**config.mk**
```make
export PLATFORM = sky130hd
export DESIGN_NAME = misere_board_engine
export DESIGN_NICKNAME = d
export VERILOG_FILES = /design/src/rtl/misere_board_engine.sv
export SDC_FILE = /design/constraint.sdc
export NUM_CORES = 1
export LEC_CHECK = 0
export ABC_AREA = 1
export CAP_MARGIN = 20
export CORE_UTILIZATION = 35
export DETAILED_ROUTE_END_ITERATION = 10
export GPL_ROUTABILITY_DRIVEN = 0
export PLACE_DENSITY = 0.61
export SLEW_MARGIN = 5
export SYNTH_ARGS = -nofsm -noshare
export SYNTH_HDL_FRONTEND = slang
export SYNTH_SLANG_ARGS = --single-unit
```
**constraint.sdc**
```tcl
create_clock -name clock -period 5.38 [get_ports clock]
set_input_delay 1.076 -clock clock [delete_from_list [all_inputs] [get_ports clock]]
set_output_delay 1.076 -clock clock [all_outputs]
set_load 0.02 [all_outputs]
```
**src/rtl/misere_board_engine.sv**
```systemverilog
// N x N Wild Misere engine: validates moves, writes the board, then walks four directions
// through the placed cell one step per clock to detect a losing K-in-a-row.
module misere_board_engine #(
    parameter int unsigned N  = 3,
    parameter int unsigned K  = 3,
    parameter int unsigned CW = 2
) (
    input  logic          clock,
    input  logic          resetn,
    input  logic          new_game,
    input  logic          move_valid,
    output logic          move_ready,
    input  logic [CW-1:0] move_row,
    input  logic [CW-1:0] move_col,
    input  logic [1:0]    move_sym,
    output logic          move_reject,
    output logic [1:0]    reject_code,
    output logic          done,
    output logic          turn,
    output logic          game_over,
    output logic [1:0]    result,
    output logic [7:0]    move_count,
    input  logic [CW-1:0] rd_row,
    input  logic [CW-1:0] rd_col,
    output logic [1:0]    rd_sym
);

    localparam int unsigned IW = $clog2(N);
    localparam int unsigned SW = CW + 1;
    localparam logic [SW-1:0]           LastStep = SW'(2 * K - 2);
    localparam logic signed [CW+1:0]    KMinus1  = (CW + 2)'(K - 1);
    localparam logic signed [CW+1:0]    NSigned  = (CW + 2)'(N);

    typedef enum logic [1:0] {StIdle, StScan, StEval, StOver} state_e;

    state_e        state_q, state_d;
    logic [1:0]    board_q [N][N];
    logic [1:0]    board_d [N][N];
    logic          turn_q, turn_d;
    logic          game_over_q, game_over_d;
    logic [1:0]    result_q, result_d;
    logic [7:0]    move_count_q, move_count_d;
    logic          reject_q, reject_d;
    logic [1:0]    reject_code_q, reject_code_d;
    logic          done_q, done_d;
    logic [CW-1:0] row_q, row_d, col_q, col_d;
    logic [1:0]    sym_q, sym_d;
    logic [1:0]    dir_q, dir_d;
    logic [SW-1:0] step_q, step_d;
    logic [4:0]    run_q, run_d;
    logic          loss_q, loss_d;

    logic signed [CW+1:0] off, r_s, c_s;
    logic                 on_board, hit;
    logic [4:0]           run_nx;
    logic                 in_range, bad_sym, occupied;

    // Scan probe: signed coordinates so stepping off an edge never aliases onto the board.
    always_comb begin
        off = $signed({1'b0, step_q}) - KMinus1;
        r_s = $signed({2'b00, row_q});
        c_s = $signed({2'b00, col_q});
        case (dir_q)
            2'd0:    c_s = c_s + off;
            2'd1:    r_s = r_s + off;
            2'd2: begin
                r_s = r_s + off;
                c_s = c_s + off;
            end
            default: begin
                r_s = r_s + off;
                c_s = c_s - off;
            end
        endcase
        on_board = (r_s >= 0) && (r_s < NSigned) && (c_s >= 0) && (c_s < NSigned);
        hit      = on_board && (board_q[r_s[IW-1:0]][c_s[IW-1:0]] == sym_q);
        run_nx   = hit ? (((step_q == '0) ? 5'd0 : run_q) + 5'd1) : 5'd0;
    end

    assign in_range = (move_row < CW'(N)) && (move_col < CW'(N));
    assign bad_sym  = (move_sym == 2'b00) || (move_sym == 2'b11);
    assign occupied = in_range && (board_q[move_row[IW-1:0]][move_col[IW-1:0]] != 2'b00);

    always_comb begin
        state_d       = state_q;
        board_d       = board_q;
        turn_d        = turn_q;
        game_over_d   = game_over_q;
        result_d      = result_q;
        move_count_d  = move_count_q;
        reject_d      = 1'b0;
        reject_code_d = 2'b00;
        done_d        = 1'b0;
        row_d         = row_q;
        col_d         = col_q;
        sym_d         = sym_q;
        dir_d         = dir_q;
        step_d        = step_q;
        run_d         = run_q;
        loss_d        = loss_q;

        if (new_game) begin
            for (int r = 0; r < int'(N); r++) begin
                for (int c = 0; c < int'(N); c++) begin
                    board_d[r][c] = 2'b00;
                end
            end
            state_d      = StIdle;
            turn_d       = 1'b0;
            game_over_d  = 1'b0;
            result_d     = 2'b00;
            move_count_d = 8'd0;
        end else begin
            case (state_q)
                StIdle, StOver: begin
                    if (move_valid) begin
                        if (game_over_q) begin
                            reject_d      = 1'b1;
                            reject_code_d = 2'b00;
                        end else if (!in_range) begin
                            reject_d      = 1'b1;
                            reject_code_d = 2'b01;
                        end else if (bad_sym) begin
                            reject_d      = 1'b1;
                            reject_code_d = 2'b11;
                        end else if (occupied) begin
                            reject_d      = 1'b1;
                            reject_code_d = 2'b10;
                        end else begin
                            board_d[move_row[IW-1:0]][move_col[IW-1:0]] = move_sym;
                            move_count_d = move_count_q + 8'd1;
                            row_d        = move_row;
                            col_d        = move_col;
                            sym_d        = move_sym;
                            dir_d        = 2'd0;
                            step_d       = '0;
                            run_d        = 5'd0;
                            loss_d       = 1'b0;
                            state_d      = StScan;
                        end
                    end
                end
                StScan: begin
                    run_d = run_nx;
                    if (run_nx == 5'(K)) begin
                        loss_d = 1'b1;
                    end
                    if (step_q == LastStep) begin
                        step_d = '0;
                        if (dir_q == 2'd3) begin
                            state_d = StEval;
                        end else begin
                            dir_d = dir_q + 2'd1;
                        end
                    end else begin
                        step_d = step_q + SW'(1);
                    end
                end
                StEval: begin
                    done_d = 1'b1;
                    if (loss_q) begin
                        game_over_d = 1'b1;
                        result_d    = turn_q ? 2'b01 : 2'b10;
                        state_d     = StOver;
                    end else if (move_count_q == 8'(N * N)) begin
                        game_over_d = 1'b1;
                        result_d    = 2'b11;
                        state_d     = StOver;
                    end else begin
                        turn_d  = ~turn_q;
                        state_d = StIdle;
                    end
                end
                default: state_d = StIdle;
            endcase
        end
    end

    always_ff @(posedge clock) begin
        if (!resetn) begin
            for (int r = 0; r < int'(N); r++) begin
                for (int c = 0; c < int'(N); c++) begin
                    board_q[r][c] <= 2'b00;
                end
            end
            state_q       <= StIdle;
            turn_q        <= 1'b0;
            game_over_q   <= 1'b0;
            result_q      <= 2'b00;
            move_count_q  <= 8'd0;
            reject_q      <= 1'b0;
            reject_code_q <= 2'b00;
            done_q        <= 1'b0;
            row_q         <= '0;
            col_q         <= '0;
            sym_q         <= 2'b00;
            dir_q         <= 2'd0;
            step_q        <= '0;
            run_q         <= 5'd0;
            loss_q        <= 1'b0;
        end else begin
            board_q       <= board_d;
            state_q       <= state_d;
            turn_q        <= turn_d;
            game_over_q   <= game_over_d;
            result_q      <= result_d;
            move_count_q  <= move_count_d;
            reject_q      <= reject_d;
            reject_code_q <= reject_code_d;
            done_q        <= done_d;
            row_q         <= row_d;
            col_q         <= col_d;
            sym_q         <= sym_d;
            dir_q         <= dir_d;
            step_q        <= step_d;
            run_q         <= run_d;
            loss_q        <= loss_d;
        end
    end

    assign move_ready  = (state_q == StIdle) || (state_q == StOver);
    assign move_reject = reject_q;
    assign reject_code = reject_code_q;
    assign done        = done_q;
    assign turn        = turn_q;
    assign game_over   = game_over_q;
    assign result      = result_q;
    assign move_count  = move_count_q;
    assign rd_sym      = ((rd_row < CW'(N)) && (rd_col < CW'(N))) ?
                         board_q[rd_row[IW-1:0]][rd_col[IW-1:0]] : 2'b00;

endmodule

```
* Word level (Yosys, flattened, before mapping)
Cells that the tools add are included. Widths: inputs -> output; s select.
Operators by class: add/subtract/negate cells 8, $mul 0, divide/modulo/power cells 0, magnitude comparators 16, equality and inequality tests 20, shift-type cells 0, muxes and demuxes 79, bitwise logic cells 17, reduce and logical (&&, ||, !) cells 32
Operators with widths (count):
- $mux 2 | 29
- $mux 6 | 7
- $bmux 6 s2 | 3
- $mux 5 | 7
- $reduce_and 7->1 | 3
- $bwmux 18 | 1
- $ge 3x3->1 const B | 6
- $mux 3 | 6
- $ne 2x2->1 const B | 9
- $not 2->3 | 6
- $mux 1 | 14
- $bmux 2 s2 | 3
- $demux 6 s2 | 1
- $not 1->1 | 11
- $eq 2x2->1 const B | 5
- $pmux 5 s2 | 1
- $logic_and 1x1->1 | 9
- $reduce_and 9->1 | 1
- $add 3x4->4 | 2
- $add 8x1->8 const B | 1
- $eq 8x4->1 const B | 1
- $ge 4x1->1 const B | 2
- $lt 2x2->1 const B | 4
- $lt 4x3->1 const B | 2
- 29 further kinds | 38
Storage, ports and cells: register bits 53, bits in latches 0, bits in writable memories 0, bits in read-only memories 0, bits of input ports 14, output and inout bits 19, logic and storage cells 197, memories kept 0

* Depth between registers and ports, before layout
word-level depth 16, depth in mapped cells 23

* Worst setup path before layout
Ideal clock, no wire load.
path type input -> output, start point in rd_col[0], end point out rd_sym[0], data arrival time 2.115 ns, slack 2.189 ns, stages on the path 5, path buffers 0, cell sequence inv_1 -> a21oi_1 -> a221oi_1 -> nor3_1 -> a221oi_1
On the way: longest elaborated chain between the ends 5
Ends and longest elaborated chain:
- start: declaration | line 24 | input logic [CW-1:0] rd_col,
- $not 2->3 (not written as such) | line 230 | board_q[rd_row[IW-1:0]][rd_col[IW-1:0]] : 2'b00;
- $bmux 2 s2 | line 230
- $mux 2 (not written as such) (2 in a row) | line 230
- $mux 2 (*) | line 229 | assign rd_sym = ((rd_row < CW'(N)) && (rd_col < CW'(N))) ?
- end: declaration | line 25 | output logic [1:0] rd_sym
Mark *: on every way between the ends. The rest lies on a longest branch, timed or not. The select of a mux whose other input is x is not followed.

* Worst setup path in the final report
start point in rd_row[0], end point out rd_sym[0]
On the way: longest elaborated chain between the ends 8
Ends and longest elaborated chain:
- start: declaration | line 23 | input logic [CW-1:0] rd_row,
- $not 2->3 (not written as such) | line 230
- $bmux 6 s2 | line 230
- $mux 6 (not written as such) (2 in a row) | line 230
- $bmux 2 s2 | line 230
- $mux 2 (not written as such) (2 in a row) | line 230
- $mux 2 (*) | line 229
Marks and branches as above.

==> impl_results.html <==
<table>
<tr><th>Metric</th><th>Value</th></tr>
<tr><th colspan="2">Status</th></tr>
<tr><td>Run status</td><td>finished clean</td></tr>
<tr><th colspan="2">Layout</th></tr>
<tr><td>Filler Cell Count</td><td>975</td></tr>
<tr><td>Area used by sequential logic in the layout</td><td>1060 um2</td></tr>
<tr><td>Layout overhead on the synthesized area</td><td>16.4%</td></tr>
<tr><td>Ratio of cells with drive above 1 in the final layout</td><td>5.87%</td></tr>
<tr><td>Antenna cell count</td><td>0</td></tr>
<tr><td>Number of standard cells in the layout, taps in and fillers out</td><td>639</td></tr>
<tr><td>Multi-input combinational cell area</td><td>1910 um2</td></tr>
<tr><td>Final layout net count</td><td>561</td></tr>
<tr><th colspan="2">Worst setup path</th></tr>
<tr><td>Worst Setup Path Type</td><td>in2out</td></tr>
<tr><td>CP arrival</td><td>2.99 ns</td></tr>
<tr><td>Nature of the critical path endpoint</td><td>output port</td></tr>
<tr><td>Maximum fanout along the worst path</td><td>4</td></tr>
<tr><td>Maximum cell stage delay along the critical path</td><td>0.65 ns</td></tr>
<tr><td>Kind of cell adding the most delay to the critical path</td><td>buffers and inverters</td></tr>
<tr><td>Cells along the critical path</td><td>clkdlybuf4s50_1, nor2_1, inv_1, a21oi_1, a221oi_1, nor3_1, a221oi_1, clkdlybuf4s50_1</td></tr>
<tr><td>Library cell contributing the largest single delay on the critical path</td><td>clkdlybuf4s50_1</td></tr>
<tr><td>CP Buf/Inv Count</td><td>3</td></tr>
<tr><td>Crit start category</td><td>primary input</td></tr>
<tr><td>Required time at the worst-slack endpoint</td><td>4.30 ns</td></tr>
<tr><th colspan="2">Pwr</th></tr>
<tr><td>Switching power</td><td>264 uW</td></tr>
<tr><td>Cell Int Power</td><td>584 uW</td></tr>
<tr><td>Power Dens Cells</td><td>220 nW/um2</td></tr>
<tr><td>Fraction of power consumed by combinational cells</td><td>22.2%</td></tr>
<tr><td>Cell leakage power</td><td>0.00157 uW</td></tr>
<tr><td>Register share of total power</td><td>47.7%</td></tr>
<tr><td>Sw Share</td><td>31.2%</td></tr>
<tr><td>Peak supply drop</td><td>0.000126 V</td></tr>
<tr><td>Clock network fraction of design power</td><td>30.1%</td></tr>
<tr><th colspan="2">CTS</th></tr>
<tr><td>Number of post-CTS setup repair buffers</td><td>0</td></tr>
<tr><td>Clock-pin slew reported for the worst setup and hold paths after clock tree synthesis</td><td>0.10 ns</td></tr>
<tr><td>Root buffer selected by CTS</td><td>clkbuf_8</td></tr>
<tr><td>Clock latency on the worst-skew pair</td><td>0.31 ns</td></tr>
<tr><td>Count of hold buffers inserted by post-cts repair</td><td>0</td></tr>
<tr><td>TritonCTS clock tree</td><td>yes</td></tr>
<tr><td>Number of buffers added by the clock tree synthesis step</td><td>5</td></tr>
<tr><td>Number of buffers between clock root and the deepest sink</td><td>2</td></tr>
<tr><td>Number of gates given a new drive strength after cts</td><td>0</td></tr>
<tr><td>Clock tree sinks</td><td>53</td></tr>
<tr><td>H-tree depth</td><td>2</td></tr>
<tr><th colspan="2">GRT</th></tr>
<tr><td>Antenna violations before repair</td><td>0</td></tr>
<tr><td>Congestion Overflow GR</td><td>0</td></tr>
<tr><td>Total Routing Usage GR</td><td>17.4%</td></tr>
<tr><td>Pin count of the biggest net entering global routing</td><td>29</td></tr>
<tr><td>Global-route wire length before repair</td><td>13900 um</td></tr>
<tr><td>Via count of the first global-routing pass</td><td>3052</td></tr>
<tr><th colspan="2">Placed design</th></tr>
<tr><td>Instance count after placement with tap cells included</td><td>631</td></tr>
<tr><td>Hpwl dp</td><td>6460 um</td></tr>
<tr><td>IO Port Bufs</td><td>32</td></tr>
<tr><th colspan="2">Routing</th></tr>
<tr><td>Via count</td><td>3210</td></tr>
<tr><td>Per-cell routed wire length</td><td>13.1 um</td></tr>
<tr><td>Drt via density</td><td>5.02</td></tr>
<tr><td>Final wirelength</td><td>8400 um</td></tr>
<tr><td>Number of optimization iterations in the first detailed-route pass</td><td>4</td></tr>
<tr><td>Number of violations reported at the end of detailed-routing iteration 0</td><td>91</td></tr>
<tr><td>Number of antenna-violating nets in the routed design</td><td>0</td></tr>
<tr><td>DRC errors left</td><td>0</td></tr>
<tr><th colspan="2">STA</th></tr>
<tr><td>Setup TNS</td><td>0 ns</td></tr>
<tr><td>F_max</td><td>0.246 GHz</td></tr>
<tr><td>Fin crit period</td><td>4.07 ns</td></tr>
<tr><td>Final setup violation count</td><td>0</td></tr>
<tr><td>Worst setup skew after layout</td><td>0.00831 ns</td></tr>
<tr><td>Actual transition at the worst max-transition pin</td><td>0.581 ns</td></tr>
<tr><td>Slew Viols, Final</td><td>0</td></tr>
<tr><td>Max_slew headroom</td><td>61.2%</td></tr>
<tr><td>Final hold violation count</td><td>0</td></tr>
<tr><td>Worst Hold Margin</td><td>0.471 ns</td></tr>
<tr><td>RSZ-0062 raised after global routing</td><td>false</td></tr>
<tr><td>Share of the cycle needed by the critical path after routing</td><td>75.6%</td></tr>
<tr><th colspan="2">Die</th></tr>
<tr><td>Die ar.</td><td>9860 um2</td></tr>
<tr><td>Die height</td><td>99.3 um</td></tr>
<tr><td>Overall die width</td><td>99.3 um</td></tr>
<tr><td>Row Count</td><td>35</td></tr>
<tr><td>Effective utilization at floorplan</td><td>36.0%</td></tr>
<tr><td>Boundary Pins</td><td>33</td></tr>
<tr><td>CORE AREA</td><td>9200 um2</td></tr>
<tr><th colspan="2">Yosys</th></tr>
<tr><td>Proportion of register bits with asynchronous set or reset after synthesis</td><td>0%</td></tr>
<tr><td>Post-Syn Area per Cell</td><td>6.72 um2</td></tr>
<tr><td>Netlist cell types</td><td>38</td></tr>
<tr><td>Cell count after synthesis</td><td>493</td></tr>
<tr><td>Count of warnings emitted by yosys</td><td>0</td></tr>
<tr><td>Flip-flop cell with the highest count after synthesis</td><td>dfxtp_1</td></tr>
<tr><td>Share of the yosys chip area belonging to registers</td><td>32.0%</td></tr>
<tr><td>Net count of the mapped netlist</td><td>527</td></tr>
<tr><td>EDFF count, synth</td><td>0</td></tr>
<tr><td>Combined area of all synthesized cells</td><td>3310 um2</td></tr>
<tr><td>Seq cells post-synth</td><td>53</td></tr>
<tr><th colspan="2">Min path</th></tr>
<tr><td>Path type of the worst min-delay path</td><td>reg2reg</td></tr>
<tr><th colspan="2">Run</th></tr>
<tr><td>Max capacitance violation total</td><td>0</td></tr>
</table>
-- cells in the mapped netlist, types with 4 or more instances --
cell / instances / area (um2)
nand2_1: 104 / 390
inv_1: 78 / 293
a21oi_1: 53 / 265
dfxtp_1: 53 / 1060
o21ai_0: 34 / 170
nand3_1: 33 / 165
nor2_1: 33 / 124
ha_1: 18 / 225
o21ai_1: 16 / 80.1
nor3_1: 9 / 45.0
clkbuf_1: 5 / 18.8
inv_2: 5 / 18.8
a211oi_1: 4 / 30.0
nand2_2: 4 / 25.0
nor2_4: 4 / 45.0
xor2_1: 4 / 35.0
-- path summary, 6_finish.rpt --
| path | to | startpoint | depth (start not counted) | slack [ns] |
|---|---|---|---|---|
| hold reg to reg | run_q[4] | run_q[4] | 2 | 0.47 |
| setup reg to reg | run_q[0] | dir_q[0] | 21 | 2.10 |
| hold / removal | run_q[4] | run_q[4] | 2 | 0.47 |
| setup / recovery | rd_sym[0] | rd_row[0] | 8 | 1.31 |
-- final cells by class --
class                           count  share of cell area, %
Sequential cell                    53                   27.5
Clock inverter                      1                  0.227
Multi-Input combinational cell    350                   49.4
Inverter                           84                   8.18
Timing Repair Buffer               33                   8.51
Clock buffer                        7                   2.50
Tap cell                          111                   3.60
-- cell usage in the layout, fill, tap and decap left out, types with 5 or more instances in the layout --
cell             Yosys  final
a21oi_1             53     53
o21ai_1             16     16
nor2_1              33     33
o21ai_0             34     34
inv_1               78     78
nand2_1            104    104
nand3_1             33     33
inv_2                5      5
ha_1                18     18
dfxtp_1             53     53
nor3_1               9      9
clkdlybuf4s50_1      0     32
clkbuf_8             0      7
-- logic make-up (layout without fill, tap and decap cells) --
group	after synthesis	in the layout	share of synthesized area, %
buffers and inverters	90	125	10.4
DFF	53	53	32.0
AOI/OAI and AO/OA	124	124	20.4
xor gates and xnor gates	7	7	1.85
adders and majority gates	20	20	8.01
and+or+nand+nor	199	199	27.2
-- registers in the layout, summed over array words and instances (netlist names) --
name	cells
board_q	18
col_q	2
dir_q	2
done	1
game_over	1
loss_q	1
move_count	8
move_reject	1
reject_code	2
result	2
row_q	2
run_q	5
state_q	2
step_q	3
sym_q	2
turn	1
-- routing by layer --
metal | vias up | global-route usage [%] | share of wire [%]
li1 | 1679 | - | -
met1 | 1444 | 22.0 | 47
met2 | 73 | 29.9 | 47
met3 | 14 | 2.60 | 3.8
met4 | 0 | 6.33 | 2.1
met5 | - | 0 | 0
-- worst reg2reg max path, stage by stage, from the launching register on --
cell and delay [ns]:
dfxtp_1 0.37, inv_1 0.10, ha_1 0.29, nor2_2 0.25
nor2_1 0.06, a21oi_1 0.26, fa_1 0.46, inv_1 0.06
nand2_1 0.08, nand2_1 0.12, nand2_1 0.08, nor2_1 0.10
nand2_1 0.06, nand2_1 0.07, clkinv_1 0.08, nand3_1 0.08
nand2_1 0.07, nor2_2 0.18, nand2_1 0.14, nor2_1 0.12
nand2_1 0.06, a21oi_1 0.12
-- power by group through the flow --
stage | Sequential [uW] | Clock [uW] | Combinational, uW
2_1_floorplan | 414 | 0 | 135
3_3_place_gp | 414 | 0 | 183
3_5_place_dp | 414 | 0 | 186
4_1_cts | 405 | 264 | 187
5_1_grt | 406 | 280 | 215
6_report | 405 | 255 | 188
-- per-stage QoR --
step | cell area, um2 | utilization [%] | worst slack, ns | total power, uW
after floorplan | 3310 | - | 2.19 | 549
after global placement | 3750 | 40.8 | 1.34 | 597
after detailed placement | 3750 | 40.8 | 1.32 | 600
after CTS | 3850 | 41.9 | 1.32 | 856
after global routing | 3850 | 41.9 | 1.15 | 900
final | 3850 | 41.9 | 1.31 | 848
No activity file was read; power rests on OpenSTA's default activity.
